==> config.mk <==
export PLATFORM = sky130hd
export DESIGN_NAME = hilo_muldiv_unit
export DESIGN_NICKNAME = d
export VERILOG_FILES = /design/src/rtl/hilo_muldiv_pkg.sv /design/src/rtl/hilo_muldiv_core.sv /design/src/rtl/hilo_muldiv_unit.sv
export SDC_FILE = /design/constraint.sdc
export NUM_CORES = 1
export LEC_CHECK = 0
export ABC_CLOCK_PERIOD_IN_PS = 3450
export CAP_MARGIN = 10
export CORE_AREA = 8 8 205 207
export CTS_BUF_LIST = sky130_fd_sc_hd__clkbuf_8
export CTS_CLUSTER_DIAMETER = 50
export CTS_CLUSTER_SIZE = 8
export DETAILED_ROUTE_END_ITERATION = 8
export DIE_AREA = 0 0 213 215
export GPL_TIMING_DRIVEN = 0
export PLACE_DENSITY = 0.62
export SYNTH_ARGS = -nofsm -noshare
export SYNTH_HDL_FRONTEND = slang
export SYNTH_HIERARCHICAL = 1
export SYNTH_SLANG_ARGS = --single-unit
==> constraint.sdc <==
create_clock -name clk -period 3.45 [get_ports clk]
set_input_delay 0.69 -clock clk [delete_from_list [all_inputs] [get_ports clk]]
set_output_delay 0.69 -clock clk [all_outputs]
set_load 0.01 [all_outputs]
==> src/rtl/hilo_muldiv_pkg.sv <==
// hilo_muldiv_pkg: op codes, FSM states and counter sizing shared by the HI/LO multiply/divide unit.
package hilo_muldiv_pkg;
    typedef enum logic [2:0] {
        MULT  = 3'b000,
        MULTU = 3'b001,
        DIV   = 3'b010,
        DIVU  = 3'b011,
        MTHI  = 3'b100,
        MTLO  = 3'b101,
        MADD  = 3'b110,
        MADDU = 3'b111
    } op_t;
    typedef enum logic [1:0] {IDLE, CALC, FIX} state_t;
    function automatic int cnt_width(input int w);
        return $clog2(w + 1);
    endfunction
endpackage

==> src/rtl/hilo_muldiv_core.sv <==
// hilo_muldiv_core: one shift-add (multiply) or restoring-subtract (divide) step on magnitudes.
// Ports: is_div selects the step; acc is the 2*WIDTH working register ({partial, multiplier} or
// {remainder, quotient}); b is the multiplicand or divisor magnitude; acc_nx is the stepped value.
module hilo_muldiv_core #(
    parameter int WIDTH = 32
) (
    input  logic               is_div,
    input  logic [2*WIDTH-1:0] acc,
    input  logic [WIDTH-1:0]   b,
    output logic [2*WIDTH-1:0] acc_nx
);
    logic [WIDTH:0] sum, sh, diff;
    always_comb begin
        sum    = {1'b0, acc[2*WIDTH-1:WIDTH]} + (acc[0] ? {1'b0, b} : '0);
        sh     = acc[2*WIDTH-1:WIDTH-1];
        diff   = sh - {1'b0, b};
        // a borrow out of the trial subtract means the divisor did not fit: keep the shifted remainder
        acc_nx = is_div ? (diff[WIDTH] ? {sh[WIDTH-1:0], acc[WIDTH-2:0], 1'b0}
                                       : {diff[WIDTH-1:0], acc[WIDTH-2:0], 1'b1})
                        : {sum, acc[WIDTH-1:1]};
    end
endmodule

==> src/rtl/hilo_muldiv_unit.sv <==
// hilo_muldiv_unit: iterative multiply/divide unit owning the HI/LO register pair.
// Ports: clk, reset (async active-low); op_valid/op_ready issue handshake with op, rs_val, rt_val;
// busy while iterating; done one-cycle result pulse; div_zero sticky divide-by-zero flag; hi, lo.
// Define MULDIV_MACC_EN to turn op codes 110/111 into MADD/MADDU; otherwise they are no-ops.
module hilo_muldiv_unit
    import hilo_muldiv_pkg::*;
#(
    parameter int WIDTH = 32
) (
    input  logic             clk,
    input  logic             reset,
    input  logic             op_valid,
    output logic             op_ready,
    input  logic [2:0]       op,
    input  logic [WIDTH-1:0] rs_val,
    input  logic [WIDTH-1:0] rt_val,
    output logic             busy,
    output logic             done,
    output logic             div_zero,
    output logic [WIDTH-1:0] hi,
    output logic [WIDTH-1:0] lo
);
    localparam int CW = cnt_width(WIDTH);
    state_t state, state_nx;
    op_t op_i, op_r;
    logic [CW-1:0] cnt;
    logic [2*WIDTH-1:0] acc, acc_nx;
    logic [WIDTH-1:0] b, ma, mb, quo, rem;
    logic accept, iter, sgn, sa, sb, is_div_i, is_div, neg_q, neg_r, zf;

    assign op_i     = op_t'(op);
    assign accept   = op_valid && op_ready;
`ifdef MULDIV_MACC_EN
    assign iter     = !op[2] || op[1];
`else
    assign iter     = !op[2];
`endif
    assign sgn      = op_i inside {MULT, DIV, MADD};
    assign sa       = sgn && rs_val[WIDTH-1];
    assign sb       = sgn && rt_val[WIDTH-1];
    assign ma       = sa ? -rs_val : rs_val;
    assign mb       = sb ? -rt_val : rt_val;
    assign is_div_i = !op[2] && op[1];
    assign is_div   = op_r inside {DIV, DIVU};
    assign quo      = acc[WIDTH-1:0];
    assign rem      = acc[2*WIDTH-1:WIDTH];

    hilo_muldiv_core #(.WIDTH(WIDTH)) u_core (
        .is_div (is_div),
        .acc    (acc),
        .b      (b),
        .acc_nx (acc_nx)
    );

    always_ff @(posedge clk or negedge reset)
        if (!reset) state <= IDLE;
        else state <= state_nx;

    always_comb begin
        state_nx = (state == IDLE) ? ((accept && iter) ? CALC : IDLE)
                 : (state == CALC) ? ((cnt == CW'(WIDTH - 1)) ? FIX : CALC)
                 : IDLE;
    end

    always_comb begin
        busy     = state != IDLE;
        op_ready = !busy;
    end

    always_ff @(posedge clk or negedge reset) begin
        if (!reset) begin
            op_r     <= MULT;
            cnt      <= '0;
            acc      <= '0;
            b        <= '0;
            neg_q    <= 1'b0;
            neg_r    <= 1'b0;
            zf       <= 1'b0;
            done     <= 1'b0;
            div_zero <= 1'b0;
            hi       <= '0;
            lo       <= '0;
        end else begin
            done <= state == FIX;
            if (state == CALC) begin
                acc <= acc_nx;
                cnt <= cnt + 1'b1;
            end
            if (accept) begin
                if (iter) begin
                    // divide iterates on the dividend, multiply on the multiplier; b holds the other
                    op_r     <= op_i;
                    cnt      <= '0;
                    neg_q    <= sa ^ sb;
                    neg_r    <= sa;
                    zf       <= is_div_i && (rt_val == '0);
                    div_zero <= 1'b0;
                    acc      <= {{WIDTH{1'b0}}, is_div_i ? ma : mb};
                    b        <= is_div_i ? mb : ma;
                end else if (op_i == MTHI) hi <= rs_val;
                else if (op_i == MTLO) lo <= rs_val;
                else div_zero <= 1'b0;
            end
            if (state == FIX) begin
                if (is_div) begin
                    // a zero divisor leaves the dividend magnitude in the remainder, so only lo needs forcing
                    lo       <= zf ? '1 : (neg_q ? -quo : quo);
                    hi       <= neg_r ? -rem : rem;
                    div_zero <= zf;
                end else {hi, lo} <= (op_r[2] ? {hi, lo} : '0) + (neg_q ? -acc : acc);
            end
        end
    end
endmodule

# Word level (Yosys, flattened, before mapping)
# Cells that the tools add are included.
dict set report op_classes {
  add_sub_neg 8
  n_eq_ne 10
  muxes 38
  bitwise_logic 2
  n_reduce_logical 21
}
# operator count
set ops {}
lappend ops {{$mux 32} 19}
lappend ops {{$mux 64} 6}
lappend ops {{$neg 32->32} 4}
lappend ops {{$neg 64->64} 1}
lappend ops {{$add 32x33->33} 1}
lappend ops {{$sub 33x32->33} 1}
lappend ops {{$logic_not 32->1} 1}
lappend ops {{$mux 6} 3}
lappend ops {{$reduce_bool 2->1} 6}
lappend ops {{$eq 3x3->1 const B} 3}
lappend ops {{$mux 1} 7}
lappend ops {{$add 6x1->6 const B} 1}
lappend ops {{$eq 2x2->1 const B} 3}
lappend ops {{$eq 6x5->1 const B} 1}
lappend ops {{$logic_and 1x1->1} 6}
lappend ops {{$mux 2} 3}
lappend ops {{$reduce_and 4->1} 1}
lappend ops {{$eq 3x2->1 const B} 1}
lappend ops {{$logic_not 3->1} 1}
lappend ops {{$reduce_and 3->1} 1}
lappend ops {{$reduce_bool 3->1} 1}
lappend ops {{$eq 2x1->1 const B} 1}
lappend ops {{$logic_not 1->1} 2}
lappend ops {{$logic_not 2->1} 1}
lappend ops {{other kinds (4)} 4}
dict set report totals {
  reg_bits 175
  inputBits 70
  out_inout_bits 68
  wordCells 91
}

# Longest topological paths before layout
dict set report depth {
  ltp_word 7
  mapped_depth 16
  mapped_depth_nobuf 14
}

# Hierarchy
# The synthesis kept the hierarchy.
# mod instances cells_per_inst area_each_um2 seq_area_each_um2
set modules_own_cells {}
lappend modules_own_cells {hilo_muldiv_unit 1 1263 10864.2 4354.2}
lappend modules_own_cells {hilo_muldiv_core 1 688 4820.9 0.0}

# Least setup slack after synthesis
# Ideal clock, no wire load.
dict set report synth_timing {
  kind {register to register}
  from {register acc[0]}
  to {register acc[63]}
  setup_ns 0.136
  t_arrival_ns 3.198
  required_ns 3.314
  slack_ns 0.115
  path_stages_with_launch 16
  path_buffers 1
  synth_period_minus_slack_ns 3.335
  cell_sequence {dfrtp_1 > clkbuf_1 > and2_1 > ha_1 > fa_1 > a211oi_2 > o21a_1 > o21bai_1 > a2111oi_2 > nor3_1 > o41ai_2 > nor2_1 > a2111oi_0 > a21oi_1 > nand2_1 > a21oi_1}
}
dict set report synth_via {
  elab_chain_cells 6
}
# element line_no
set synth_lines {}
lappend synth_lines {{start, declared} hilo_muldiv_unit.sv:27} ;# logic [2*WIDTH-1:0] acc, acc_nx;
lappend synth_lines {{start signal, assigned} hilo_muldiv_unit.sv:86} ;# acc <= acc_nx;
lappend synth_lines {{start signal, assigned} hilo_muldiv_unit.sv:98} ;# acc <= {{WIDTH{1'b0}}, is_div_i ? ma : mb};
lappend synth_lines {{$mux 32 (*)} hilo_muldiv_core.sv:14} ;# sum = {1'b0, acc[2*WIDTH-1:WIDTH]} + (acc[0] ? {1'b0, b} : '0);
lappend synth_lines {{$add 32x33->33 (*)} hilo_muldiv_core.sv:14}
lappend synth_lines {{$mux 64 (*)} hilo_muldiv_core.sv:18} ;# acc_nx = is_div ? (diff[WIDTH] ? {sh[WIDTH-1:0], acc[WIDTH-2:0], 1'b0}
lappend synth_lines {{via acc_nx[63]} hilo_muldiv_unit.sv:27}
lappend synth_lines {{$mux 64 (*)} hilo_muldiv_unit.sv:85} ;# if (state == CALC) begin
lappend synth_lines {{$mux 64} hilo_muldiv_unit.sv:90} ;# if (iter) begin
lappend synth_lines {{$mux 64 (*)} hilo_muldiv_unit.sv:89} ;# if (accept) begin
# Mark *: on every way through the listed nets, which the timed path passes. The rest lies on a longest branch.
# A chain may end at the register's enable or synchronous reset.

# Worst setup path after layout
dict set report layout_timing {
  from {register acc[0]}
  to {register acc[61]}
}
# Same word-level chain as after synthesis.

==> impl_metrics.yaml <==
finish:
  layout.nets: 2279
  final_cell_mix: "299 x nand2_1, 170 x dfrtp_1, 133 x clkdlybuf4s50_1"
  layout_commonest_cell: "nand2_1"
  fin_util_pct: 48.84
  drive_above_1_share_pct: 13.21
  final_cell_count_no_fill: 2677
  area_delta_synth_final_pct: 21.45
  fillers: 3883
route:
  drtIter0Drc: 1810
  wl_per_cell_um: 25.24
  via_count: 16660
  wl_met1_mm: 30.59
  final_antenna_net_count: 0
  met3_length_mm: 6.001
  routed_wl_mm: 67.57
  highest_layer: "met4"
  route.detailed.drc: 0
  wl_met2_mm: 28.31
  via_per_inst: 6.222
  dr.pass1.iters: 6
critical_path:
  crit_fanout: 4
  cp_data_required_time_ns: 3.87
  end_kind: "flop"
  crit_type: "flop to flop"
  critPathLaunchType: "flop"
  cp.arrival_ns: 4.01
synth:
  synth_edf_count: 0
  ys_ff_latch: 174
  netlist.area_leader.share_pct: 27.76
  async_flop_share_pct: 100.0
  ys_types: 91
  synth_cells: 1951
  synth_fp_nets: 2092
  synth.area.top_cells: "dfrtp_1 28%, nand2_1 7.2%, ha_1 5.5%, xor2_1 5.2%, mux2_2 4.4%"
  synth_ff_type: "dfrtp_1"
  ys_warn_count: 6
  synth-seq-area-share_pct: 27.76
  syn_area_per_cell_sq_um: 8.039
  yosysTopAreaCell: "dfrtp_1"
  synth_area_sq_mm: 0.01569
power:
  p_leak_nw: 7.850
  power_density_mw_per_mm2: 940.3
  total_power_w: 0.01791
  vdd.ir_drop.worst_mv: 0.5037
die:
  die-area_sq_mm: 0.04580
  io_pins: 138
  start_util_pct: 40.22
  die_w_um: 213
  rows: 73
  die_h_um: 215
  core_region_area_sq_mm: 0.03900
timing:
  worst_pin_slew_ns: 1.202
  fin_crit_ns: 3.590
  grt_setup_unrepaired: "true"
  tns_ns: -0.7251
  skew_ns: 0.01925
  relSlewSlack_pct: 19.89
  fin_ws_ns: -0.1396
  finalSetupViolCount: 16
  hold_viol: 0
  fmax_ghz: 0.2786
  finalCritPeriodShare_pct: 104.0
  drv_slew: 0
clock_network:
  clkSinkCount: 174
  cts-hold-fix-buffers: 0
  htreeDepth: 4
  worstSkewPairLatency_ns: 0.49
  cts_buffers: 17
  cts_tree: "yes"
  root_buffer: "clkbuf_8"
  clk_path_buf_depth: 2
  clk_pin_slew_ns: 0.11
min_path:
  hold_class: "input pin to asynchronous set/reset pin"
run_status:
  violations: "negative setup slack"
  status: "finished with violations"
grt:
  antenna_found_initial: 0
  overflow: 0
  grt_max_degree: 117
  grt_pass1_wl_mm: 99.23
  first_global_vias: 15640
  grt_usage_pct: 28.39
placement:
  gp_congestion: 0.9805
  io_buffers: 134
  place_inst: 2612
  post-dp-hpwl_mm: 52.74
job:
  maxCapViolCount: 0
[critical path, stage by stage (launching register included)]
cell,delay [ns]
dfrtp_4,0.57
clkbuf_16,0.19
and2_4,0.14
ha_4,0.16
fa_2,0.36
a211oi_2,0.28
o21a_1,0.18
o21bai_2,0.10
a2111oi_4,0.29
buf_4,0.21
nor3_4,0.05
o41ai_2,0.21
buf_4,0.18
xnor2_2,0.10
o21ai_1,0.08
a21oi_1,0.16
nand2_1,0.08
a21oi_1,0.15
[path summary, 6_finish.rpt]
check                       start       end  slack (ns)  depth (start not counted)
setup reg to reg           acc[0]   acc[61]       -0.14                         17
hold / removal              reset     lo[6]        0.12                          1
max in group asynchronous   reset   acc[31]        2.33                          2
hold reg to reg            cnt[5]  state[1]        0.48                          1
setup / recovery           acc[0]   acc[61]       -0.14                         17
min in group clk           cnt[5]  state[1]        0.48                          1
[stage by stage]
step / setup WS, ns / instance area [sq um] / hold WS [ns]
6_report: -0.1396 / 19050 / 0.1151
3_5_place_dp: -1.314 / 17720 / 0.4593
2_1_floorplan: 0.1154 / 15690 / 0.3944
3_3_place_gp: -5.774 / 17680 / 0.4570
5_1_grt: -0.2457 / 19040 / 0.1397
4_1_cts: -0.1797 / 18360 / 0.1209
[synthesized netlist by cell type, types with 23 or more instances]
cell type,count
nand2_1,302
dfrtp_1,174
a21oi_1,130
nor2_1,119
o21ai_0,118
xor2_1,93
clkbuf_1,82
xnor2_1,74
ha_1,69
inv_1,61
mux2_2,61
nor3_1,57
and2_1,37
mux2i_1,37
a21o_1,34
o31ai_1,32
nand3_1,31
a211oi_1,28
a31oi_1,27
or3_1,27
nor4_1,23
[cell families after synthesis]
| group | share of synthesized area [%] |
|---|---|
| xor gates and xnor gates | 9.325 |
| muxes | 6.812 |
| and+or+nand+nor | 20.68 |
| adders and majority gates | 5.759 |
| DFF | 27.76 |
| AOI/OAI and AO/OA | 24.80 |
| buffers and inverters | 4.866 |
[per-layer routing]
| metal | global-route usage, % | up-vias |
|---|---|---|
| li1 | - | 7496 |
| met2 | 41.85 | 827 |
| met5 | 0 | - |
| met4 | 9.963 | 0 |
| met1 | 40.61 | 8207 |
| met3 | 5.545 | 127 |
[timing repair]
item	4_1_cts	5_1_grt
setup buffers	11	18
gates cloned	0	5
pin swaps	11	37
resized for setup	43	95
setup endpoints to repair	67	60
[where the power goes]
group          internal, W  switching [W]
clock             0.000683       0.000848
sequential         0.00270        0.00132
combinational      0.00559        0.00677
total              0.00897        0.00894
[area by class of cell]
class | instances | area (sq um) | share of cell area, %
Tap cell | 525 | 656.9 | 3.448
Multi-Input combinational cell | 1600 | 11040 | 57.97
Timing Repair Buffer | 170 | 1757 | 9.222
Buffer | 113 | 594.3 | 3.120
Clock buffer | 19 | 261.5 | 1.373
Sequential cell | 174 | 4362 | 22.90
Clock inverter | 12 | 133.9 | 0.7028
Inverter | 62 | 236.5 | 1.241
Antenna cell | 2 | 5.005 | 0.02627
[state kept, by name, indices dropped and copies added, names as in the netlist]
| register | count |
|---|---|
| acc | 64 |
| b | 32 |
| cnt | 6 |
| div_zero | 1 |
| done | 1 |
| hi | 32 |
| lo | 32 |
| neg_q | 1 |
| neg_r | 1 |
| op_r | 1 |
| state | 2 |
| zf | 1 |
Power figures use the tool's default switching activity.
